$ cat src/rtl/tcb_lite_lib_error_log.sv
// Default TCB-Lite sink: every accepted transfer gets an error response after DLY
// cycles, with optional backpressure, a saturating transfer counter and a first-access log.
module tcb_lite_lib_error_log #(
  parameter int unsigned    DLY  = 0,
  parameter int unsigned    WAIT = 0,
  parameter int unsigned    CNT  = 16,
  parameter int unsigned    ADR  = 32,
  parameter int unsigned    DAT  = 32,
  parameter int unsigned    STS  = 4,
  parameter logic [DAT-1:0] RDT  = '0
) (
  input  logic           clk,
  input  logic           rst,
  input  logic           sub_vld,
  output logic           sub_rdy,
  input  logic           sub_req_wen,
  input  logic [ADR-1:0] sub_req_adr,
  output logic [DAT-1:0] sub_rsp_rdt,
  output logic [STS-1:0] sub_rsp_sts,
  output logic           sub_rsp_err,
  input  logic [STS-1:0] sts,
  input  logic           clr,
  output logic [CNT-1:0] cnt,
  output logic           log_vld,
  output logic [ADR-1:0] log_adr,
  output logic           log_wen
);

  logic trn;

  assign trn         = sub_vld & sub_rdy;
  assign sub_rsp_err = 1'b1;
  assign sub_rsp_rdt = RDT;

  // rdy depends only on the registered wait counter, so there is no vld->rdy path.
  if (WAIT == 0) begin : g_nowait
    assign sub_rdy = 1'b1;
  end else begin : g_wait
    localparam int unsigned WW = $clog2(WAIT + 1);
    logic [WW-1:0] wct_d, wct_q;

    always_comb begin
      wct_d = wct_q;
      if (trn)                wct_d = WW'(WAIT);
      else if (wct_q != '0)   wct_d = wct_q - 1'b1;
    end

    always_ff @(posedge clk or negedge rst) begin
      if (!rst) wct_q <= '0;
      else      wct_q <= wct_d;
    end

    assign sub_rdy = (wct_q == '0);
  end

  if (DLY == 0) begin : g_nodly
    assign sub_rsp_sts = sts;
  end else begin : g_dly
    logic [STS-1:0] stg_d [DLY];
    logic [STS-1:0] stg_q [DLY];

    // Idle slots carry zero so nothing stale reaches the response port.
    always_comb begin
      stg_d[0] = trn ? sts : '0;
      for (int i = 1; i < DLY; i++) stg_d[i] = stg_q[i-1];
    end

    always_ff @(posedge clk or negedge rst) begin
      if (!rst) begin
        for (int i = 0; i < DLY; i++) stg_q[i] <= '0;
      end else begin
        for (int i = 0; i < DLY; i++) stg_q[i] <= stg_d[i];
      end
    end

    assign sub_rsp_sts = stg_q[DLY-1];
  end

  logic [CNT-1:0] cnt_d, cnt_q;
  logic           log_vld_d, log_vld_q;
  logic [ADR-1:0] log_adr_d, log_adr_q;
  logic           log_wen_d, log_wen_q;

  // clr and trn in the same cycle: the transfer counts as the first after the clear.
  always_comb begin
    cnt_d     = clr ? '0   : cnt_q;
    log_vld_d = clr ? 1'b0 : log_vld_q;
    log_adr_d = log_adr_q;
    log_wen_d = log_wen_q;
    if (trn) begin
      if (cnt_d != '1) cnt_d = cnt_d + 1'b1;
      if (!log_vld_d) begin
        log_vld_d = 1'b1;
        log_adr_d = sub_req_adr;
        log_wen_d = sub_req_wen;
      end
    end
  end

  always_ff @(posedge clk or negedge rst) begin
    if (!rst) begin
      cnt_q     <= '0;
      log_vld_q <= 1'b0;
      log_adr_q <= '0;
      log_wen_q <= 1'b0;
    end else begin
      cnt_q     <= cnt_d;
      log_vld_q <= log_vld_d;
      log_adr_q <= log_adr_d;
      log_wen_q <= log_wen_d;
    end
  end

  assign cnt     = cnt_q;
  assign log_vld = log_vld_q;
  assign log_adr = log_adr_q;
  assign log_wen = log_wen_q;

endmodule

$ cat config.mk
export PLATFORM = sky130hd
export DESIGN_NAME = tcb_lite_lib_error_log
export DESIGN_NICKNAME = d
export VERILOG_FILES = /design/src/rtl/tcb_lite_lib_error_log.sv
export SDC_FILE = /design/constraint.sdc
export NUM_CORES = 1
export LEC_CHECK = 0
export ABC_AREA = 1
export BUFFER_PORTS_ARGS = -buffer_cell sky130_fd_sc_hd__clkbuf_2
export CORE_UTILIZATION = 35
export CTS_CLUSTER_DIAMETER = 100
export CTS_CLUSTER_SIZE = 25
export DETAILED_ROUTE_END_ITERATION = 8
export PLACE_DENSITY_LB_ADDON = 0.1
export SETUP_SLACK_MARGIN = 0.15
export SLEW_MARGIN = 25
export SYNTH_ARGS = -nofsm -noshare
export SYNTH_HDL_FRONTEND = slang
export SYNTH_SLANG_ARGS = --single-unit
$ cat constraint.sdc
create_clock -name clk -period 1.7 [get_ports clk]
set_input_delay 0.085 -clock clk [delete_from_list [all_inputs] [get_ports clk]]
set_output_delay 0.085 -clock clk [all_outputs]
set_load 0.02 [all_outputs]
* Word-level counts from Yosys, hierarchy flattened
Cells that the tools add are included.
** Storage, ports and cells
- Register bits :: 50
** Cells by class
- Add/sub/neg operators :: 1
- Equality and inequality tests :: 1
- Muxes and demuxes :: 5
- Bitwise gates (word level) :: 1
- Reduce and logical (&&, ||, !) cells :: 1
** Operators with widths (count)
- two-way mux 16 bit :: 3
- adder 16 x 1 -> 16 bit, second input constant :: 1
- != test 16 bit, second input constant :: 1
- two-way mux 1 bit :: 2
- AND reduction 2 bit :: 1
- NOT 1 bit :: 1

* Depth between registers and ports, before layout
- Word-level depth :: 4
- Depth in mapped cells :: 14

* Worst setup path after synthesis
OpenSTA, ideal clock, no wires.
- Kind :: reg2reg
- Start point :: reg cnt_q[0], in the netlist cnt[0]
- End point :: reg cnt_q[14], in the netlist cnt[14]
- Setup time :: 124 ps
- Arrival time :: 1521 ps
- Path slack :: 55 ps
- Cell stages (with the launch flop) :: 10
- Cell sequence :: dfrtp_1 -> nand2_1 -> inv_1 -> ha_1 -> nand2_1 -> nor2_4 -> nand2_2 -> nor2_4 -> nand4_1 -> xor2_1
** On the way
- Word-level cells in the longest chain between the ends :: 4
- Elaborated cells between the ends (all ways) :: 5
- Those cells by class :: 1 x add/sub; 1 x eq/ne; 3 x mux
** RTL lines
- start, declared :: line 79 : logic [CNT-1:0] cnt_d, cnt_q;
- start signal, assigned :: line 107 : cnt_q <= cnt_d;
- two-way mux 16 bit * :: line 86 : cnt_d = clr ? '0 : cnt_q;
- adder 16 x 1 -> 16 bit / != test 16 bit (equally long branches) :: line 91 : if (cnt_d != '1) cnt_d = cnt_d + 1'b1;
- two-way mux 16 bit * :: line 91
- two-way mux 16 bit * :: line 90 : if (trn) begin
- via cnt_d[14] :: line 79
The timed path passes the listed nets; every way through them passes the cells marked *.
A chain may end at the register's enable or synchronous reset.

* Worst setup path in the final report
Ends and elaborated chain as after synthesis.

==> out/results.txt <==
status: complete, no violations
Sum Neg Setup Slack: 0 ps
Initial DRC Count: 67
CP bufs+invs: 1
H-tree depth: 2
DP Worst Slack: 108 ps
final worst path period share: 88.8%
die height: 93.3 um
register clock-pin slew on the reported worst setup and hold paths: 100 ps
sw frac: 30.9%
core area: 0.00789 mm2
Mapped Cells: 287
Psw: 897 uW
Routed Antenna Nets: 0
CP Capture Type: register
Tmin final: 1510 ps
Pre-antenna DRT Iters: 4
Tot GR Track Use: 15.8%
Power Density: 744 mW/mm2
worst path arrival time: 1710 ps
Worst EP required: 1890 ps
Final Max Tran Viols: 0
ANT cells: 0
WL final: 6.38 mm
Vias/cell: 4.33
WS Path Type: register to register
worst flop-to-flop path endpoint: cnt[14]
leakage dissipation: 0.00208 uW
delay of the slowest critical-path stage: 390 ps
RD Place Congestion: 0.847
Port-buffer cells: 86
Worst Hold End: log_adr[13]
first-pass GRT wire length: 10.6 mm
insertion delay to the later sink of the worst-skew pair: 310 ps
MaxCap Viol Count: 0
CTS tree: yes
GRT overflow: 0
combinational power share: 26.9%
hold_sp: sub_req_adr[13]
fmax: 662 MHz
row cnt: 32
Worst Slack Setup Final: 190 ps
initial antenna violation count: 0
count of final setup violators: 0
vias post-DR: 2245
delay-heaviest family, CP: simple AND/OR/NAND/NOR gates
CP startpoint kind: register
Avg Cell Area, Syn: 10.2 um2
worst min path class: primary input to register
Num CTS Buffers: 5
Pwr Total: 2910 uW
part of the power in registers: 47.7%
Post-route DRC: 0
Max FO, Critical Path: 4
worst setup path start: cnt[0]
unrepaired setup endpoints after global routing: yes
vias in the first global route: 2187
io pins: 129
Synth cell types: 28
largest net degree at the start of global routing: 31
Avg WL per Cell: 12.3 um
Pint: 2010 uW
Min-Delay Path Depth: 2
Max clock buf depth: 2
R2R Path Start: cnt[0]
cells on worst reg2reg path: 9
area leader, netlist: dfrtp_1
Async SR Flop Fraction: 100%
Layout area overhead: 34.0%
die width: 93.3 um
share of layout cells above drive strength 1: 45.4%
final hold vios: 0
hpwl dp: 4.55 mm
Commonest cells post-synth: 55 x nand2_1, 50 x dfrtp_1, 38 x buf_4, 30 x mux2_4, 17 x inv_1
clk sink count: 50
CTS Root Cell: clkbuf_8
Nets: 457
Die ar.: 0.00871 mm2
Ys Warns: 0
initial core utilization: 37.0%
cell with the largest stage delay on the worst path: dfrtp_2
register area share after synthesis: 42.9%
worst vdd rail ir drop: 357 uV
largest cells by area after synthesis: dfrtp_1 43%, mux2_4 15%, buf_4 9.8%
area of the mapped netlist: 0.00292 mm2
worst path cell trace: nand2_2 > inv_2 > ha_4 > nand2_4 > nor2_4 > nand2_4 > nor2_4 > nand4_1 > xor2_1
Final Skew: 8.13 ps
flops & latches, synth: 50
Clock Power Share: 25.4%
r2r setup slk: 190 ps
WHS: 9.70 ps
EDFF count, synth: 0
Synth Flop Type: dfrtp_1
top-area cell type share of the netlist area: 42.9%
count leader, synth: nand2_1
## worst max path at each step
stage / to / slack, ps / depth (start not counted)
after floorplan: cnt[14] / 170 / 9
after global placement: cnt[8] / 110 / 11
after detailed placement: cnt[8] / 110 / 11
after CTS: cnt[1] / 170 / 11
after global routing: cnt[14] / 80 / 9
final: cnt[14] / 190 / 9
## cell usage in the layout (no fill, tap or decap), drive strengths merged, types with 3 or more instances in the layout
master and count:
o21ai 12, xnor2 3, nand2 67, inv 20
buf 19, nand3 18, mux2 33, dfrtp 50
clkbuf 93, nand4 5, conb 34, xor2 4
nor2 25, dlygate4sd3 30
## metrics by stage
stage	cell area (um2)	utilization (%)	std cells
3_5_place_dp	3360	42.6	474
4_1_cts	3800	48.1	514
6_report	3910	49.6	518
5_1_grt	3910	49.6	518
2_1_floorplan	3040	-	319
3_3_place_gp	3360	42.6	474
## worst register-to-register path: stages, from the launching register on
cell and delay [ps]:
dfrtp_2 390, nand2_2 70, inv_2 80, ha_4 150, nand2_4 50, nor2_4 160
nand2_4 90, nor2_4 150, nand4_1 120, xor2_1 160
## cells by family after synthesis
kind of cell	after synthesis	synth area share, %
other	2	0.257
xor gates and xnor gates	7	2.10
DFF	50	42.9
buffers and inverters	65	15.4
muxes	33	16.6
adders and majority gates	1	0.429
AOI/OAI and AO/OA	12	2.06
and+or+nand+nor	117	20.3
## what timing repair did
| item | in CTS | in global routing |
|---|---|---|
| endpoints found under the setup margin | 13 | 16 |
| pin swaps | 4 | 8 |
| gates resized for setup | 7 | 22 |
| setup buffers | 3 | 3 |
| hold buffers | 29 | 1 |
| hold endpoints to repair | 78 | 1 |
## flip-flops by register name, summed over array words and instances, names as in the netlist
register / flops
log_vld: 1
cnt: 16
log_wen: 1
log_adr: 32
## routing by layer
metal | wire length (um) | vias up | track usage [%]
li1 | - | 1108 | -
met1 | 2880 | 1049 | 20.7
met2 | 3070 | 81 | 26.0
met3 | 365 | 7 | 3.74
met4 | 65 | 0 | 4.36
met5 | 0 | - | 0
## power groups by stage
stage / clock network, uW / logic (uW) / registers, uW
finish: 740 / 782 / 1390
global route: 834 / 837 / 1400
CTS: 781 / 781 / 1390
detailed placement: 0 / 719 / 1400
global placement: 0 / 712 / 1410
floorplan: 0 / 402 / 1560
## area by class of cell
class,instances,area (um2)
Clock inverter,1,8.76
Fill cell,748,3980
Inverter,19,88.8
Sequential cell,50,1250
Timing Repair Buffer,135,898
Tap cell,102,128
Multi-Input combinational cell,204,1450
Clock buffer,7,86.3
No activity file was read; power rests on OpenSTA's default activity.
